===== src/rtl/bcd_mult_pkg.sv =====
// ============================================================================
// Module   : bcd_mult_pkg
// Shared state encoding, width helpers and constants for bcd_mult_node.
// Revision : 1.0
// ============================================================================
`default_nettype none

package bcd_mult_pkg;

  typedef enum logic [2:0] {
    S_IDLE  = 3'd0,
    S_CONV  = 3'd1,
    S_MULT  = 3'd2,
    S_BCD   = 3'd3,
    S_WRITE = 3'd4
  } state_t;

  localparam int TEN = 10;

  function automatic int calc_bw(input int digits);
    return 4 * digits;
  endfunction

  function automatic int calc_ow(input int digits, input int frac_digits);
    return 4 * (2 * digits - frac_digits);
  endfunction

  function automatic int calc_latency(input int digits);
    return digits + 3 * calc_bw(digits) + 1;
  endfunction

  function automatic logic [63:0] pow10(input int n);
    logic [63:0] r;
    r = 64'd1;
    for (int i = 0; i < n; i++) r = r * 64'd10;
    return r;
  endfunction

endpackage

`default_nettype wire


===== src/rtl/bcd_dabble_seq.sv =====
// ============================================================================
// Module   : bcd_dabble_seq
// Bit-serial double-dabble: one add-3/shift step per cycle, IW cycles per start.
// Revision : 1.0
// ============================================================================
`default_nettype none

module bcd_dabble_seq #(
  parameter  int IW   = 32,
  parameter  int NDIG = 8,
  parameter  int DROP = 0,
  localparam int CNTW = $clog2(IW + 1)
) (
  input  logic                      clk,
  input  logic                      rst_n,
  input  logic                      start,
  input  logic [IW-1:0]             bin,
  output logic                      done,
  output logic [4*(NDIG-DROP)-1:0]  bcd
);

  logic [IW-1:0]     bin_r;
  logic [4*NDIG-1:0] bcd_r;
  logic [4*NDIG-1:0] w_adj;
  logic [CNTW-1:0]   cnt_r;

  for (genvar g = 0; g < NDIG; g++) begin : g_adj
    assign w_adj[4*g +: 4] = (bcd_r[4*g +: 4] >= 4'd5) ? bcd_r[4*g +: 4] + 4'd3
                                                        : bcd_r[4*g +: 4];
  end

  // start performs the first shift itself (nothing to adjust yet), so a run is exactly IW cycles
  always_ff @(posedge clk or negedge rst_n) begin
    if (!rst_n) begin
      bin_r <= '0;
      bcd_r <= '0;
      cnt_r <= '0;
    end else if (start) begin
      bin_r <= bin << 1;
      bcd_r <= (4*NDIG)'(bin[IW-1]);
      cnt_r <= CNTW'(IW - 1);
    end else if (cnt_r != '0) begin
      bin_r <= bin_r << 1;
      bcd_r <= (w_adj << 1) | (4*NDIG)'(bin_r[IW-1]);
      cnt_r <= cnt_r - 1'b1;
    end
  end

  assign done = (cnt_r == CNTW'(1));
  assign bcd  = bcd_r[4*NDIG-1:4*DROP];

endmodule

`default_nettype wire


===== src/rtl/bcd_mult_node.sv =====
// ============================================================================
// Module   : bcd_mult_node
// Sequential BCD x BCD multiplier between show-ahead FIFOs; macro BCD_MULT_ROUND_EN rounds.
// Revision : 1.0
// ============================================================================
`default_nettype none

module bcd_mult_node
  import bcd_mult_pkg::*;
#(
  parameter  int DIGITS      = 4,
  parameter  int FRAC_DIGITS = 1,
  localparam int BW          = calc_bw(DIGITS),
  localparam int OW          = calc_ow(DIGITS, FRAC_DIGITS)
) (
  input  logic          clk,
  input  logic          rst_n,
  input  logic [BW-1:0] entry_1,
  input  logic [BW-1:0] entry_2,
  input  logic          in_empty_1,
  input  logic          in_empty_2,
  output logic          rd,
  input  logic          out_full,
  output logic          wr,
  output logic [OW-1:0] output_1,
  output logic          busy,
  output logic          err
);

  localparam int PW = 2 * BW;
  localparam int CW = $clog2(BW) + 1;

`ifdef BCD_MULT_ROUND_EN
  localparam logic [PW-1:0] ROUND_ADD = (FRAC_DIGITS > 0) ? PW'(64'd5 * pow10(FRAC_DIGITS - 1)) : '0;
`else
  localparam logic [PW-1:0] ROUND_ADD = '0;
`endif

  state_t        state;
  logic [CW-1:0] cnt;
  logic [BW-1:0] a_bcd, b_bcd;
  logic [PW-1:0] acc_a;
  logic [BW-1:0] acc_b;
  logic [PW-1:0] prod;

  logic [3:0]    w_nib_a, w_nib_b, w_dig_a, w_dig_b;
  logic [PW-1:0] w_a_next;
  logic [BW-1:0] w_b_next;
  logic [PW-1:0] w_prod_add;
  logic          w_dab_start, w_dab_done;

  assign w_nib_a    = a_bcd[BW-1 -: 4];
  assign w_nib_b    = b_bcd[BW-1 -: 4];
  assign w_dig_a    = (w_nib_a > 4'd9) ? 4'd9 : w_nib_a;
  assign w_dig_b    = (w_nib_b > 4'd9) ? 4'd9 : w_nib_b;
  assign w_a_next   = acc_a * PW'(TEN) + PW'(w_dig_a);
  assign w_b_next   = acc_b * BW'(TEN) + BW'(w_dig_b);
  assign w_prod_add = prod + (acc_b[0] ? acc_a : '0);
  assign w_dab_start = (state == S_BCD) && (cnt == '0);

  always_ff @(posedge clk or negedge rst_n) begin
    if (!rst_n) begin
      state <= S_IDLE;
      rd    <= 1'b0;
      wr    <= 1'b0;
      busy  <= 1'b0;
      err   <= 1'b0;
      cnt   <= '0;
      a_bcd <= '0;
      b_bcd <= '0;
      acc_a <= '0;
      acc_b <= '0;
      prod  <= '0;
    end else begin
      rd <= 1'b0;
      wr <= 1'b0;
      case (state)
        S_IDLE: begin
          if (!in_empty_1 && !in_empty_2) begin
            rd    <= 1'b1;
            busy  <= 1'b1;
            a_bcd <= entry_1;
            b_bcd <= entry_2;
            acc_a <= '0;
            acc_b <= '0;
            prod  <= '0;
            cnt   <= '0;
            state <= S_CONV;
          end
        end
        // Most significant digit first; operands shift left so the top nibble is always current
        S_CONV: begin
          acc_a <= w_a_next;
          acc_b <= w_b_next;
          a_bcd <= a_bcd << 4;
          b_bcd <= b_bcd << 4;
          err   <= err | (w_nib_a > 4'd9) | (w_nib_b > 4'd9);
          if (cnt == CW'(DIGITS - 1)) begin
            cnt   <= '0;
            state <= S_MULT;
          end else begin
            cnt <= cnt + 1'b1;
          end
        end
        S_MULT: begin
          acc_a <= acc_a << 1;
          acc_b <= acc_b >> 1;
          if (cnt == CW'(BW - 1)) begin
            prod  <= w_prod_add + ROUND_ADD;
            cnt   <= '0;
            state <= S_BCD;
          end else begin
            prod <= w_prod_add;
            cnt  <= cnt + 1'b1;
          end
        end
        S_BCD: begin
          cnt <= CW'(1);
          if (w_dab_done) state <= S_WRITE;
        end
        S_WRITE: begin
          if (!out_full) begin
            wr    <= 1'b1;
            busy  <= 1'b0;
            state <= S_IDLE;
          end
        end
        default: begin
          busy  <= 1'b0;
          state <= S_IDLE;
        end
      endcase
    end
  end

  bcd_dabble_seq #(
    .IW   (PW),
    .NDIG (2 * DIGITS),
    .DROP (FRAC_DIGITS)
  ) u_dabble (
    .clk   (clk),
    .rst_n (rst_n),
    .start (w_dab_start),
    .bin   (prod),
    .done  (w_dab_done),
    .bcd   (output_1)
  );

endmodule

`default_nettype wire


===== config.mk =====
export PLATFORM = sky130hd
export DESIGN_NAME = bcd_mult_node
export DESIGN_NICKNAME = d
export VERILOG_FILES = /design/src/rtl/bcd_mult_pkg.sv /design/src/rtl/bcd_dabble_seq.sv /design/src/rtl/bcd_mult_node.sv
export SDC_FILE = /design/constraint.sdc
export NUM_CORES = 1
export LEC_CHECK = 0
export ABC_AREA = 1
export CAP_MARGIN = 20
export CORE_MARGIN = 1
export CORE_UTILIZATION = 45
export CTS_BUF_LIST = sky130_fd_sc_hd__clkbuf_8
export CTS_CLUSTER_DIAMETER = 80
export DETAILED_ROUTE_END_ITERATION = 16
export GPL_TIMING_DRIVEN = 0
export RECOVER_POWER = 100
export SLEW_MARGIN = 20
export SYNTH_ARGS = -nofsm -noshare
export SYNTH_HDL_FRONTEND = slang
export SYNTH_SLANG_ARGS = --single-unit
export TNS_END_PERCENT = 50

===== constraint.sdc =====
create_clock -name clk -period 3.45 [get_ports clk]
set_input_delay 0.345 -clock clk [delete_from_list [all_inputs] [get_ports clk]]
set_output_delay 0.345 -clock clk [all_outputs]
set_load 0.1 [all_outputs]

==> summary.txt <==
Run status
  – Status: finished, final reports clean

Hold path
  – Worst hold path type: primary input to flip-flop
  – Min-delay src: entry_1[0]

STA
  – Final period utilization: 0.954
  – Relative slew slack: 0.00618
  – Final Hold Viols: 0
  – Setup violations, final: 0
  – Min cycle time layout: 3.29 ns
  – Fin Clk Skew: 0.0179 ns
  – Tightest Pin Transition: 1.49 ns
  – Hold Slack: 0.382 ns
  – Final Max Slew Viols: 0
  – Max Freq: around 0.3 GHz
  – Setup_tns: 0 ns
  – RSZ-0062 raised after global routing: false

Global routing
  – Vias in the first global route: 13900
  – Total grt overflow: 0
  – Antenna violations before repair: 0
  – Largest net degree at the start of global routing: 80
  – Tot GR Track Use: 0.267
  – Global-route wire length before repair: 71000 um

Place
  – IO Port Bufs: between 60 and 70
  – Detailed Place HPWL: 34600 um
  – Placed cell areas: 16500 um2
  – Inst Count DP: between 2000 and 3000
  – Gp weighted congestion: 0.948

Clock tree
  – Clk_lat worst skew: about 0.52 ns
  – CTS sink count: slightly below 200
  – Clk buf depth: 2
  – CTS tree: built
  – H-tree levels: 4
  – Worst-path clk slew: approximately 0.11 ns
  – TritonCTS Buffers: 17
  – Root Buffer: clkbuf_8

Floorplanning
  – Die Area: approximately 35000 um2
  – Row Count: between 60 and 70
  – Area of the core: 32900 um2
  – Initial Util: 0.463
  – Die X-Extent: approximately 190 um
  – IO Count: slightly below 70
  – Die H: 186 um

Worst setup path
  – Crit path cell chain: ha_1 -> ha_2 -> fa_1 -> nand2_1 -> nor2_1 -> nand2_1 -> a21oi_2 -> nand3_2 -> nor2_4 -> nand3_4 -> nor2_8 -> clkbuf_4 -> nand3_1 -> nand2_1 -> o21ai_0 -> a21o_1
  – Largest stage delay on the critical path: ~0.57 ns
  – Flop-to-flop setup slack: 0.16 ns
  – Crit path launch: acc_a[1]$_DFFE_PN0P_
  – Worst-path fanout max: 5
  – Critical Path Sink Type: flip-flop
  – CP delay by family, top: adder cells
  – Worst EP arrival: 3.70 ns
  – Reg2reg start: acc_a[1]$_DFFE_PN0P_
  – Worst path buffer plus inverter count: 1
  – Critical Path Start Type: flip-flop
  – Critical path's slowest cell: fa_1
  – CP Class: flip-flop to flip-flop
  – Most used cell, CP: nand2_1
  – CP required: about 3.9 ns

Pwr
  – Max VDD drop: between 200 and 300 uV
  – P_int: 3010 uW
  – Combinational Power Share: 0.031
  – Flop pwr share: 0.572
  – LEAKAGE: 0.00905 uW
  – Clk pwr share: 0.398
  – Cell area power density: 235 nW/um2
  – Switching power: 978 uW
  – Switching fraction of total power: 0.245

Final layout
  – Storage cell area: 4830 um2
  – Util after Layout: 0.516
  – Layout Cells excl Fill: between 2000 and 3000
  – Layout fillers: 3385
  – Layout cells sized above 1: 0.0677
  – Final nets: 2428
  – # diodes: 0
  – Multi-input logic area: 8610 um2
  – Final instance area: 17000 um2
  – Syn-to-layout area delta: 11.5%

Synthesis
  – Library cells used by synthesis: 47
  – Syn nets: 2330
  – Cell count after synthesis: approximately 2200
  – Post-synthesis sequential area ratio: 0.317
  – Mapped Area: ~15000 um2
  – Avg Inst Size Synth: 7.07 um2
  – Flops & latches, synth: 193
  – Yosys warnings: 0

Route
  – Via count: 14400
  – 1st-pass router iterations: 5
  – Antenna viol nets, final: 0
  – Vias per cell: 5.31
  – DR DRC count: 0
  – Detailed Route WL: 44000 um
  – Iteration-0 DRC Markers: 871
  – Wire per inst: 16.3 um

Flow run
  – Max cap viols: 0
-- metrics by stage --
step / total power (uW) / worst slack [ns]
floorplan: 2350 / 0.480
global route: 4130 / 0.00302
global placement: 2440 / -6.47
CTS: 4020 / 0.0395
finish: 3980 / 0.158
detailed placement: 2450 / -0.332
-- registers in the layout, summed over array words and instances, names as in the netlist --
name            count
a_bcd              16
acc_a              32
acc_b              16
b_bcd              16
busy                1
cnt                 5
err                 1
prod               32
rd                  1
state               3
u_dabble.bcd_r     32
u_dabble.bin_r     31
u_dabble.cnt_r      6
wr                  1
-- cells in the final DEF (no fill, tap or decap), types with 11 or more instances in the layout --
| cell | count |
|---|---|
| nand2_1 | 547 |
| inv_1 | 363 |
| dfrtp_1 | 190 |
| nor2_1 | 141 |
| ha_1 | 136 |
| o21ai_0 | 130 |
| nand3_1 | 117 |
| a21oi_1 | 106 |
| clkbuf_1 | 43 |
| o22ai_1 | 43 |
| buf_4 | 37 |
| clkdlybuf4s50_1 | 35 |
| o211ai_1 | 33 |
| dlygate4sd3_1 | 33 |
| nor3_1 | 31 |
| o221ai_1 | 31 |
| nand4_1 | 26 |
| xor2_1 | 24 |
| or2_2 | 19 |
| clkbuf_8 | 19 |
| a221oi_1 | 17 |
| nand2_2 | 14 |
| nor2_2 | 11 |
| xnor2_1 | 11 |
-- worst register-to-register path, stage by stage (launching register included) --
cell	delay, ns
dfrtp_2	0.44
ha_1	0.30
ha_2	0.23
fa_1	0.57
nand2_1	0.09
nor2_1	0.09
nand2_1	0.08
a21oi_2	0.19
nand3_2	0.14
nor2_4	0.17
nand3_4	0.12
nor2_8	0.18
clkbuf_4	0.16
nand3_1	0.06
nand2_1	0.08
o21ai_0	0.10
a21o_1	0.19
-- cell usage after synthesis, drive strengths merged --
| cell type | n | share of area |
|---|---|---|
| o21a | 5 | 0.0025 |
| xor2 | 25 | 0.016 |
| xnor2 | 11 | 0.0063 |
| o31ai | 2 | 0.00099 |
| a32oi | 2 | 0.0012 |
| a221oi | 17 | 0.0098 |
| a21boi | 2 | 0.00099 |
| o211ai | 33 | 0.016 |
| or2 | 19 | 0.0078 |
| nand3 | 126 | 0.045 |
| a31oi | 5 | 0.0021 |
| nor3 | 33 | 0.011 |
| nor4 | 2 | 0.00082 |
| nand2 | 561 | 0.14 |
| o221ai | 31 | 0.018 |
| inv | 367 | 0.091 |
| fa | 5 | 0.0066 |
| nand4 | 26 | 0.011 |
| a21o | 4 | 0.0020 |
| and2 | 2 | 0.00082 |
| buf | 45 | 0.019 |
| o21ai | 134 | 0.044 |
| dfrtp | 193 | 0.32 |
| clkbuf | 34 | 0.0084 |
| o21bai | 11 | 0.0054 |
| o22ai | 43 | 0.018 |
| a21oi | 108 | 0.036 |
| a22oi | 3 | 0.0015 |
| ha | 137 | 0.11 |
| clkinv | 1 | 0.00025 |
| nand3b | 2 | 0.00099 |
| a211oi | 3 | 0.0015 |
| nor2 | 159 | 0.045 |
-- worst paths after layout --
| path | to | depth (start not counted) |
|---|---|---|
| setup / recovery | acc_a[18]$_DFFE_PN0P_ | 16 |
| hold / removal | a_bcd[0]$_DFFE_PN0P_ | 3 |
| setup reg to reg | acc_a[18]$_DFFE_PN0P_ | 16 |
| hold reg to reg | err$_DFFE_PN0P_ | 1 |
| max in group asynchronous | acc_b[2]$_DFFE_PN0P_ | 3 |
| min in group asynchronous | u_dabble.bcd_r[29]$_DFFE_PN0P_ | 2 |
-- repair_timing --
item | CTS | global route
setup endpoints to repair | 9 | 22
pin swaps | 0 | 4
resized for setup | 4 | 11
setup buffers | 0 | 8
hold buffers | 1 | 0
hold endpoints to repair | 54 | 0
-- layer usage --
metal | part of all wire | vias to the layer above | GRT usage
met5 | 0 | - | 0
met4 | 0.027 | 0 | 0.0911
met3 | 0.043 | 69 | 0.0383
met2 | 0.48 | 344 | 0.457
met1 | 0.46 | 6726 | 0.341
li1 | - | 7223 | -
-- power by group through the flow --
stage | Combinational, uW | Clock, uW | Sequential (uW)
2_1_floorplan | 20.8 | 0 | 2330
3_3_place_gp | 121 | 0 | 2320
3_5_place_dp | 130 | 0 | 2320
4_1_cts | 132 | 1610 | 2280
5_1_grt | 140 | 1710 | 2280
6_report | 122 | 1580 | 2280
-- cells by family after synthesis --
group,share of synthesized area
compound gates,0.159
xor+xnor,0.0220
fa+ha+maj,0.119
buf+inv,0.119
flops,0.317
simple gates,0.263
-- area by class of cell --
| cell class | instances | area share |
|---|---|---|
| plain buffers | 79 | 0.0245 |
| clock buffers | 19 | 0.0154 |
| clock inverters | 12 | 0.00789 |
| inverters | 368 | 0.0814 |
| multi-input cells | 1511 | 0.507 |
| flip-flops and latches | 193 | 0.285 |
| well taps | 442 | 0.0326 |
| repair buffers | 79 | 0.0460 |
Power figures use the tool's default switching activity.
